### config.mk
export PLATFORM = sky130hd
export DESIGN_NAME = pbch_dmrs_extractor_flat
export DESIGN_NICKNAME = d
export VERILOG_FILES = /design/src/rtl/pbch_dmrs_extractor_if.sv /design/src/rtl/pbch_dmrs_extractor.sv /design/src/flat_wrapper.sv
export SDC_FILE = /design/constraint.sdc
export NUM_CORES = 1
export LEC_CHECK = 0
export ABC_AREA = 0
export CORE_MARGIN = 8
export CORE_UTILIZATION = 44
export DETAILED_ROUTE_END_ITERATION = 6
export GPL_TIMING_DRIVEN = 0
export PLACE_DENSITY = 0.91
export SYNTH_ARGS = -nofsm -noshare
export SYNTH_HDL_FRONTEND = slang
export SYNTH_SLANG_ARGS = --single-unit
export TNS_END_PERCENT = 10
### constraint.sdc
create_clock -name clk -period 2.9 [get_ports clk]
set_clock_uncertainty 0.2 [all_clocks]
set_input_delay 0.87 -clock clk [delete_from_list [all_inputs] [get_ports clk]]
set_output_delay 0.87 -clock clk [all_outputs]
set_load 0.01 [all_outputs]
### src/rtl/pbch_dmrs_extractor_if.sv
// PBCH DMRS extractor bus bundle: SSB control, index-stream request,
// grid RAM read port and extracted DMRS output stream.
interface pbch_dmrs_extractor_if #(
  parameter int DATA_W = 16
);
  logic                start;
  logic                sym_req_valid;
  logic [1:0]          sym_req;
  logic [9:0]          index;
  logic                index_valid;
  logic                rd_en;
  logic [9:0]          rd_addr;
  logic [2*DATA_W-1:0] rd_data;
  logic                dmrs_valid;
  logic [2*DATA_W-1:0] dmrs_data;
  logic [7:0]          dmrs_cnt;
  logic                busy;
  logic                done;
  logic                err;

  modport master (
    input  start, index, index_valid, rd_data,
    output sym_req_valid, sym_req, rd_en, rd_addr,
    output dmrs_valid, dmrs_data, dmrs_cnt,
    output busy, done, err
  );

  modport slave (
    output start, index, index_valid, rd_data,
    input  sym_req_valid, sym_req, rd_en, rd_addr,
    input  dmrs_valid, dmrs_data, dmrs_cnt,
    input  busy, done, err
  );
endinterface

### src/rtl/pbch_dmrs_extractor.sv
// PBCH DMRS extractor: requests index streams for PBCH symbols 1..3,
// reads the grid RAM at each index and emits the 144 DMRS REs of an SSB.
module pbch_dmrs_extractor #(
  parameter int DATA_W  = 16,
  parameter int TIMEOUT = 4
) (
  input  logic                  clk,
  input  logic                  rst,
  pbch_dmrs_extractor_if.master bus
);
  localparam int TW = (TIMEOUT > 1) ? $clog2(TIMEOUT) : 1;

  typedef enum logic [2:0] {
    S_IDLE,
    S_REQ,
    S_WAIT,
    S_COLLECT,
    S_DRAIN,
    S_FIN
  } state_e;

  state_e              state_q, state_d;
  logic [1:0]          code_q, code_d;
  logic                req_q, req_d;
  logic [TW-1:0]       wait_q, wait_d;
  logic [7:0]          sym_q, sym_d;
  logic [7:0]          tot_q, tot_d;
  logic                pend_q, pend_d;
  logic                dv_q, dv_d;
  logic [2*DATA_W-1:0] data_q, data_d;
  logic [7:0]          cnt_q, cnt_d;
  logic                busy_q, busy_d;
  logic                done_q, done_d;
  logic                err_q, err_d;
  logic                rd_en;
  logic [7:0]          exp_len;

  assign rd_en = !rst && bus.index_valid &&
                 (state_q == S_WAIT || state_q == S_COLLECT);
  assign exp_len = (code_q == 2'd2) ? 8'd24 : 8'd60;

  always_comb begin
    state_d = state_q;
    code_d  = code_q;
    req_d   = 1'b0;
    wait_d  = wait_q;
    sym_d   = sym_q;
    tot_d   = tot_q;
    cnt_d   = cnt_q;
    data_d  = data_q;
    done_d  = 1'b0;
    err_d   = err_q;
    pend_d  = rd_en;
    dv_d    = pend_q;

    if (rd_en && sym_q != 8'hff)
      sym_d = sym_q + 8'd1;

    // read return: number it, saturating at the last RE of the SSB
    if (pend_q) begin
      data_d = bus.rd_data;
      cnt_d  = (tot_q > 8'd143) ? 8'd143 : tot_q;
      if (tot_q == 8'd144)
        err_d = 1'b1;
      else
        tot_d = tot_q + 8'd1;
    end

    unique case (state_q)
      S_IDLE: begin
        if (bus.start) begin
          state_d = S_REQ;
          code_d  = 2'd1;
          req_d   = 1'b1;
          err_d   = 1'b0;
          tot_d   = 8'd0;
          cnt_d   = 8'd0;
          sym_d   = 8'd0;
        end
      end
      S_REQ: begin
        state_d = S_WAIT;
        wait_d  = '0;
        sym_d   = 8'd0;
      end
      S_WAIT: begin
        if (bus.index_valid) begin
          state_d = S_COLLECT;
        end else if (wait_q == TW'(TIMEOUT - 1)) begin
          err_d   = 1'b1;
          state_d = S_FIN;
        end else begin
          wait_d = wait_q + 1'b1;
        end
      end
      S_COLLECT: begin
        if (!bus.index_valid)
          state_d = S_DRAIN;
      end
      S_DRAIN: begin
        if (sym_q != exp_len)
          err_d = 1'b1;
        if (code_q == 2'd3) begin
          state_d = S_FIN;
        end else begin
          code_d  = code_q + 2'd1;
          req_d   = 1'b1;
          state_d = S_REQ;
        end
      end
      S_FIN: begin
        done_d  = 1'b1;
        state_d = S_IDLE;
      end
      default: state_d = S_IDLE;
    endcase

    busy_d = (state_d != S_IDLE);
  end

  always_ff @(posedge clk) begin
    if (rst) begin
      state_q <= S_IDLE;
      code_q  <= 2'd0;
      req_q   <= 1'b0;
      wait_q  <= '0;
      sym_q   <= 8'd0;
      tot_q   <= 8'd0;
      pend_q  <= 1'b0;
      dv_q    <= 1'b0;
      data_q  <= '0;
      cnt_q   <= 8'd0;
      busy_q  <= 1'b0;
      done_q  <= 1'b0;
      err_q   <= 1'b0;
    end else begin
      state_q <= state_d;
      code_q  <= code_d;
      req_q   <= req_d;
      wait_q  <= wait_d;
      sym_q   <= sym_d;
      tot_q   <= tot_d;
      pend_q  <= pend_d;
      dv_q    <= dv_d;
      data_q  <= data_d;
      cnt_q   <= cnt_d;
      busy_q  <= busy_d;
      done_q  <= done_d;
      err_q   <= err_d;
    end
  end

  assign bus.sym_req_valid = req_q;
  assign bus.sym_req       = code_q;
  assign bus.rd_en         = rd_en;
  assign bus.rd_addr       = rd_en ? bus.index : 10'd0;
  assign bus.dmrs_valid    = dv_q;
  assign bus.dmrs_data     = data_q;
  assign bus.dmrs_cnt      = cnt_q;
  assign bus.busy          = busy_q;
  assign bus.done          = done_q;
  assign bus.err           = err_q;
endmodule
### src/flat_wrapper.sv
// flat-port wrapper written by rule: the top's interface ports become plain ports
module pbch_dmrs_extractor_flat 
#(
  parameter int DATA_W  = 16,
  parameter int TIMEOUT = 4
)
  (clk, rst, bus_start, bus_index, bus_index_valid, bus_rd_data, bus_sym_req_valid, bus_sym_req, bus_rd_en, bus_rd_addr, bus_dmrs_valid, bus_dmrs_data, bus_dmrs_cnt, bus_busy, bus_done, bus_err);
  pbch_dmrs_extractor_if #(.DATA_W(DATA_W)) bus_i ();
  input  logic clk;
  input  logic rst;
  input wire logic [$bits(bus_i.start)-1:0] bus_start;
  input wire logic [$bits(bus_i.index)-1:0] bus_index;
  input wire logic [$bits(bus_i.index_valid)-1:0] bus_index_valid;
  input wire logic [$bits(bus_i.rd_data)-1:0] bus_rd_data;
  output wire logic [$bits(bus_i.sym_req_valid)-1:0] bus_sym_req_valid;
  output wire logic [$bits(bus_i.sym_req)-1:0] bus_sym_req;
  output wire logic [$bits(bus_i.rd_en)-1:0] bus_rd_en;
  output wire logic [$bits(bus_i.rd_addr)-1:0] bus_rd_addr;
  output wire logic [$bits(bus_i.dmrs_valid)-1:0] bus_dmrs_valid;
  output wire logic [$bits(bus_i.dmrs_data)-1:0] bus_dmrs_data;
  output wire logic [$bits(bus_i.dmrs_cnt)-1:0] bus_dmrs_cnt;
  output wire logic [$bits(bus_i.busy)-1:0] bus_busy;
  output wire logic [$bits(bus_i.done)-1:0] bus_done;
  output wire logic [$bits(bus_i.err)-1:0] bus_err;
  assign bus_i.start = bus_start;
  assign bus_i.index = bus_index;
  assign bus_i.index_valid = bus_index_valid;
  assign bus_i.rd_data = bus_rd_data;
  assign bus_sym_req_valid = bus_i.sym_req_valid;
  assign bus_sym_req = bus_i.sym_req;
  assign bus_rd_en = bus_i.rd_en;
  assign bus_rd_addr = bus_i.rd_addr;
  assign bus_dmrs_valid = bus_i.dmrs_valid;
  assign bus_dmrs_data = bus_i.dmrs_data;
  assign bus_dmrs_cnt = bus_i.dmrs_cnt;
  assign bus_busy = bus_i.busy;
  assign bus_done = bus_i.done;
  assign bus_err = bus_i.err;
  pbch_dmrs_extractor #(.DATA_W(DATA_W), .TIMEOUT(TIMEOUT)) u_core (.clk(clk), .rst(rst), .bus(bus_i));
endmodule
==> insert_results.sql <==
INSERT INTO impl_metrics (metric_group, metric, value, unit) VALUES
('floorplan', 'num_rows', '29', ''),
('power', 'power.leakage', '0.00158', 'uW'),
('yosys', 'synth_fp_nets', '351', ''),
('finish', 'final_common_cell', 'clkdlybuf4s50_1', ''),
('clocking', 'tritoncts', 'done', ''),
('floorplan', 'core', '6350', 'sq um'),
('sta', 'timing.setup.tns', '0', 'ns'),
('finish', 'area.growth.synth_to_final', '50.0', '%'),
('clocking', 'worst_skew_pair.late_latency', '0.35', 'ns'),
('yosys', 'netlist-cell-type-count', '42', ''),
('routing', 'wl_per_cell', '17.1', 'um'),
('min_path', 'min_path_type', 'flop to flop', ''),
('finish', 'count_of_antenna_diodes_in_the_layout', '0', ''),
('clocking', 'cts.reportedPaths.clkPinSlew', '0.08', 'ns'),
('sta', 'grt_setup_unrepaired', 'no', ''),
('finish', 'layout-drive-gt1-share', '14.0', '%'),
('finish', 'fillCellCount', '446', ''),
('clocking', 'cts.htree.levels', '3', ''),
('yosys', 'seq_area_frac_synth', '47.8', '%'),
('setup_path', 'worstPathRequired', '1.83', 'ns'),
('yosys', 'synth-warning-count', '0', ''),
('yosys', 'postSynthAreaPerCell', '9.69', 'sq um'),
('place', 'detailedPlacementHpwl', '6.12', 'mm'),
('run_status', 'result_of_the_run', 'complete, no violations', ''),
('finish', 'final_net_count', '469', ''),
('global_routing', 'grt_antenna_before_repair', '0', ''),
('global_routing', 'grt_max_degree', '13', ''),
('routing', 'firstDrtPassIters', '4', ''),
('global_routing', 'globalRoute.totalOverflow', '0', ''),
('sta', 'report.final.hold_viol_count', '0', ''),
('finish', 'stdcell_area', '4330', 'sq um'),
('yosys', 'synth-seq-cells', '69', ''),
('yosys', 'synth.top_cell.area_share', '47.8', '%'),
('clocking', 'clock_root_buffer', 'clkbuf_8', ''),
('global_routing', 'grt_pass1_vias', '2644', ''),
('setup_path', 'element_type_at_the_critical_path_start', 'input pin', ''),
('routing', 'route.vias.total', '2663', ''),
('routing', 'drt_wirelength', '8.51', 'mm'),
('place', 'place_congestion', '0.894', ''),
('clocking', 'cts_inserted_buffers', '9', ''),
('yosys', 'post_synth_instance_area', '2890', 'sq um'),
('setup_path', 'crit_arrival', '1.77', 'ns'),
('clocking', 'cts_hold_repair.buffers', '0', ''),
('routing', 'detail_route.drc_violations', '0', ''),
('routing', 'drt-initial-drc-count', '137', ''),
('yosys', 'cells_after_synthesis', '298', ''),
('finish', 'highest_count_cells_in_the_layout_ignoring_fill_and_taps', '90 x clkdlybuf4s50_1, 69 x dfxtp_1, 55 x nor2_1, 35 x mux2i_1, 12 x buf_6', ''),
('place', 'numPortBuffers', '103', ''),
('setup_path', 'criticalPathCategory', 'input pin to output port', ''),
('clocking', 'cts-root-to-sink-buffers', '2', ''),
('global_routing', 'grt_pass1_wl', '13.4', 'mm'),
('routing', 'avgViaCountPerCell', '5.35', ''),
('floorplan', 'area_of_the_die', '9410', 'sq um'),
('sta', 'layout_worst_path_cycle_share', '98.0', '%'),
('power', 'max-vdd-ir-drop', '0.386', 'mV'),
('job', 'maxCapViolCount', '0', ''),
('global_routing', 'grt_util_all_layers', '17.3', '%'),
('floorplan', 'die_w', '97.0', 'um'),
('yosys', 'synth.largest_area_cell', 'dfxtp_1', ''),
('sta', 'slew-limit-headroom', '62.2', '%'),
('power', 'power_per_cell_area', '480', 'nW/um^2'),
('place', 'place_worst_setup_slack', '-1.09', 'ns'),
('yosys', 'synth_async_sr_flop_share', '0', '%'),
('sta', 'period_needed', '2.84', 'ns'),
('yosys', 'number_of_synthesized_flops_with_an_enable_pin', '0', ''),
('finish', 'utilization', '68.2', '%'),
('sta', 'setup_viol', '0', ''),
('routing', 'antenna_violating_nets_post_route', '0', ''),
('setup_path', 'setup.worst_path.end_class', 'output port', ''),
('floorplan', 'die_height', '97.0', 'um'),
('sta', 'worst_pin_slew', '0.565', 'ns'),
('yosys', 'synth_top_cells_by_area', 'dfxtp_1 48%, mux2i_1 12%, nor2_1 7.1%', ''),
('floorplan', 'initial_core_util', '45.5', '%'),
('sta', 'maxSlewViolCount', '0', ''),
('sta', 'highest_clock_frequency_the_design_can_meet', '0.352', 'GHz'),
('yosys', 'yosys_most_used_dff', 'dfxtp_1', ''),
('floorplan', 'io-pin-count', '104', ''),
('place', 'post_dp_area', '4020', 'sq um'),
('sta', 'final.setup.worst_slack', '0.0573', 'ns'),
('clocking', 'cts.sinks', '69', ''),
('power', 'fin_total_pwr', '2080', 'uW'),
('setup_path', 'crit_fanout', '5', '');
-- registers in the layout, summed over array words and instances, names as in the netlist, 2 cells and up --
register	count
u_core.bus.dmrs_data	32
u_core.tot_q	8
u_core.state_q	3
u_core.wait_q	2
u_core.bus.dmrs_cnt	8
u_core.sym_q	8
u_core.bus.sym_req	2
-- timing repair --
item | CTS | global route
setup endpoints to repair | 11 | 11
cloned | 1 | 0
resized for setup | 57 | 23
pin swaps | 1 | 1
setup buffers | 1 | 2
-- cell type report --
class	count	area, sq um	share of cell area (%)
clock buffers	10	138	3.18
plain buffers	14	73.8	1.70
clock inverters	6	86.3	1.99
repair buffers	107	1070	24.7
inverters	8	30.0	0.693
well taps	77	96.3	2.22
flip-flops and latches	69	1380	31.9
multi-input cells	207	1450	33.6
-- metrics by stage --
| step | std cells | hold slack (ns) |
|---|---|---|
| after floorplan | 298 | 0.249 |
| after global placement | 478 | 0.258 |
| after detailed placement | 478 | 0.273 |
| after CTS | 496 | 0.284 |
| after global routing | 498 | 0.311 |
| final | 498 | 0.282 |
-- synth_stat cells, types with 3 or more instances --
| cell | count |
|---|---|
| dfxtp_1 | 69 |
| nor2_1 | 55 |
| mux2i_1 | 35 |
| and2_1 | 12 |
| a21oi_1 | 9 |
| clkbuf_1 | 8 |
| inv_1 | 8 |
| nand4_1 | 8 |
| o21ai_0 | 8 |
| ha_1 | 7 |
| nand2b_1 | 7 |
| xor2_1 | 7 |
| buf_2 | 6 |
| nand2_1 | 5 |
| nand3_1 | 5 |
| nand3b_1 | 4 |
| nor2b_1 | 4 |
| nor3_1 | 4 |
| o221a_2 | 4 |
| xnor2_1 | 4 |
| a211oi_1 | 3 |
| o2111ai_1 | 3 |
-- power breakdown --
| group | leakage (uW) | switching (uW) | internal (uW) | total [uW] |
|---|---|---|---|---|
| Clock | 0.000112 | 366 | 506 | 872 |
| Sequential | 0.000558 | 14.3 | 967 | 981 |
| Combinational | 0.000908 | 96.2 | 130 | 226 |
| Total | 0.00158 | 476 | 1600 | 2080 |
-- kinds of logic (layout without fill, tap and decap cells) --
kind of cell,count (synthesis),in the layout,share of synthesized area (%)
xor gates and xnor gates,11,11,3.34
muxes,36,36,12.5
adders and majority gates,7,7,3.03
AOI/OAI and AO/OA,38,38,9.75
buffers and inverters,22,145,3.12
and+or+nand+nor,115,115,20.4
DFF,69,69,47.8
-- worst max-delay path: stages --
cell,delay [ns]
buf_6,0.11
nor4bb_4,0.27
buf_4,0.18
buf_6,0.11
and2_1,0.11
buf_2,0.13
-- final timing paths --
check	slack, ns	cells after the start	to	from
worst min register to register	0.28	2	u_core.bus.dmrs_cnt[5]	u_core.bus.dmrs_cnt[5]
worst max register to register	0.82	5	u_core.tot_q[2]	u_core.state_q[2]
worst min-delay path	0.28	2	u_core.bus.dmrs_cnt[5]	u_core.bus.dmrs_cnt[5]
worst max-delay path	0.06	6	bus_rd_addr[6]	rst
-- routing by layer --
layer / vias to the layer above / part of all wire [%] / global-route usage (%) / routed length, um
li1: 1271 / - / - / -
met1: 1302 / 37 / 17.5 / 3140
met2: 79 / 57 / 32.6 / 4820
met3: 11 / 4.9 / 5.19 / 416
met4: 0 / 1.6 / 5.92 / 140
met5: - / 0 / 0 / 0
(Power assumes the default switching activity.)
==> patch (same flow settings) <==
The 6 states of `state_e` get a Gray code encoding in 3 bits.
--- a/src/rtl/pbch_dmrs_extractor.sv
+++ b/src/rtl/pbch_dmrs_extractor.sv
@@ -13,8 +13,8 @@
   typedef enum logic [2:0] {
-    S_IDLE,
-    S_REQ,
-    S_WAIT,
-    S_COLLECT,
-    S_DRAIN,
-    S_FIN
+    S_IDLE    = 3'b000,
+    S_REQ     = 3'b001,
+    S_WAIT    = 3'b011,
+    S_COLLECT = 3'b010,
+    S_DRAIN   = 3'b110,
+    S_FIN     = 3'b111
   } state_e;
Function: no difference found for any inputs over 10 cycles, from zero or initial values and one cycle with rst high; not proved beyond that.
==> patch against the original RTL <==
Synthesized area about the same; worst setup slack about the same; final area down 1.9%; routed wire length down 11%; non-clock buffer count unchanged; utilization down 1.3 points; clock power down 2%; combinational power up 6%; sequential cell count unchanged; first-iteration DRC count down 2.2%; sequential power up 0.8%; total power up 0.28%; critical endpoint is now bus_rd_addr[1]; largest cell class unchanged.
==> patch: results (changes against the original RTL) <==
[pwr]
cellLeakagePower_nw = 1.56  ; -0.92%
power.total_w = 0.00208  ; +0.28%
combPwrFrac_pct = 11.4  ; +0.5 points
pg_clk_w = 0.000857  ; -2%
p_int_w = 0.00161  ; +0.71%

[grt]
met1_usage_pct = 17.1  ; -0.35 points
grt_util_met3_pct = 4.77  ; -0.43 points
grt_use_met2_pct = 29.0  ; -3.5 points
grt_pass1_vias = 2628  ; -0.61%
track_usage_pct = 16.1  ; -1.2 points
grt_pass1_wl_mm = 12.8  ; -4.6%

[final_layout]
nets = 470  ; +0.21%
drive_gt1_share_pct = 12.8  ; -1.2 points
largest_reg_flops = 32  ; unchanged

[sta]
final.period_utilization_pct = 98.0  ; about the same

[drt]
drt_wl_total_mm = 7.57  ; -11%
drt-initial-drc-count = 134  ; -2.2%
vias_per_cell = 5.09  ; -4.8%

[logic_synthesis]
avgSynthCellArea_um2 = 9.60  ; -0.91%
ys_top_cells_by_count = 69 x dfxtp_1, 60 x nor2_1, 38 x mux2i_1
synth_compound_area_share_pct = 9.74  ; about the same
ys_seq_area_share_pct = 47.8  ; about the same
synth-xor-area-share_pct = 2.42  ; -0.91 points
synth_nets = 354  ; +0.85%
synthTopCellsByArea = dfxtp_1 48%, mux2i_1 13%, nor2_1 7.8%
muxShareOfSynthArea_pct = 13.2  ; +0.64 points

[clock_tree]
cts.path.max_buffers = 2  ; unchanged

[placed_design]
pre_cts_ws_ns = -0.994  ; +0.0930 ns
dp.cells = 481  ; +0.63%
gp_congestion = 0.866  ; -3.1%
place_hpwl_mm = 5.80  ; -5.2%

[setup_path]
critical-path-max-stage-delay_ns = 0.21  ; -0.06 ns
reg2reg_depth = 6  ; +1
crit_fanout = 7  ; +2

[outcome]
status = finished, final reports clean

-- patch: final timing paths --
check | slack (ns) | endpoint | start
worst min-delay path | 0.28 | u_core.bus.dmrs_cnt[6] | u_core.bus.dmrs_cnt[6]
worst max register to register | 1.05 | u_core.sym_q[3] | u_core.state_q[1]
worst max-delay path | 0.06 | bus_rd_addr[1] | bus_index_valid
worst min register to register | 0.28 | u_core.bus.dmrs_cnt[6] | u_core.bus.dmrs_cnt[6]
-- patch: per-stage QoR --
| stage | TNS [ns] | hold slack, ns |
|---|---|---|
| 4_1_cts | 0 | 0.286 |
| 3_5_place_dp | -10.34 | 0.275 |
| 6_report | 0 | 0.282 |
| 2_1_floorplan | 0 | 0.279 |
| 3_3_place_gp | -10.11 | 0.253 |
| 5_1_grt | 0 | 0.300 |
-- patch: cell type report --
cell class / instances / area [um^2]
Multi-Input combinational cell: 207 / 1400
Buffer: 16 / 95.1
Clock buffer: 10 / 138
Tap cell: 77 / 96.3
Fill cell: 509 / 2100
Inverter: 9 / 33.8
Clock inverter: 6 / 86.3
Timing Repair Buffer: 105 / 1020
Sequential cell: 69 / 1380
-- patch: routing by layer --
metal  part of all wire (%)  vias up  wire length [um]
met5                      0        -                 0
met2                     54       59              4120
met3                    4.9        9               373
li1                       -     1268                 -
met1                     39     1205              2980
met4                    1.3        0               100
-- patch: what timing repair did --
item                                    4_1_cts  5_1_grt
setup buffers                                 1        0
hold buffers                                  0        0
resized for setup                            58        2
pin swaps                                     1        1
cloned                                        1        0
endpoints found under the setup margin       11       11
hold endpoints to repair                      0        0
-- patch: worst reg2reg max path: cells and delay by family, from the launching register on --
kind | cells | cell delay, ns
simple gates | 2 | 0.58
flops | 1 | 0.47
buf+inv | 2 | 0.27
compound gates | 2 | 0.26
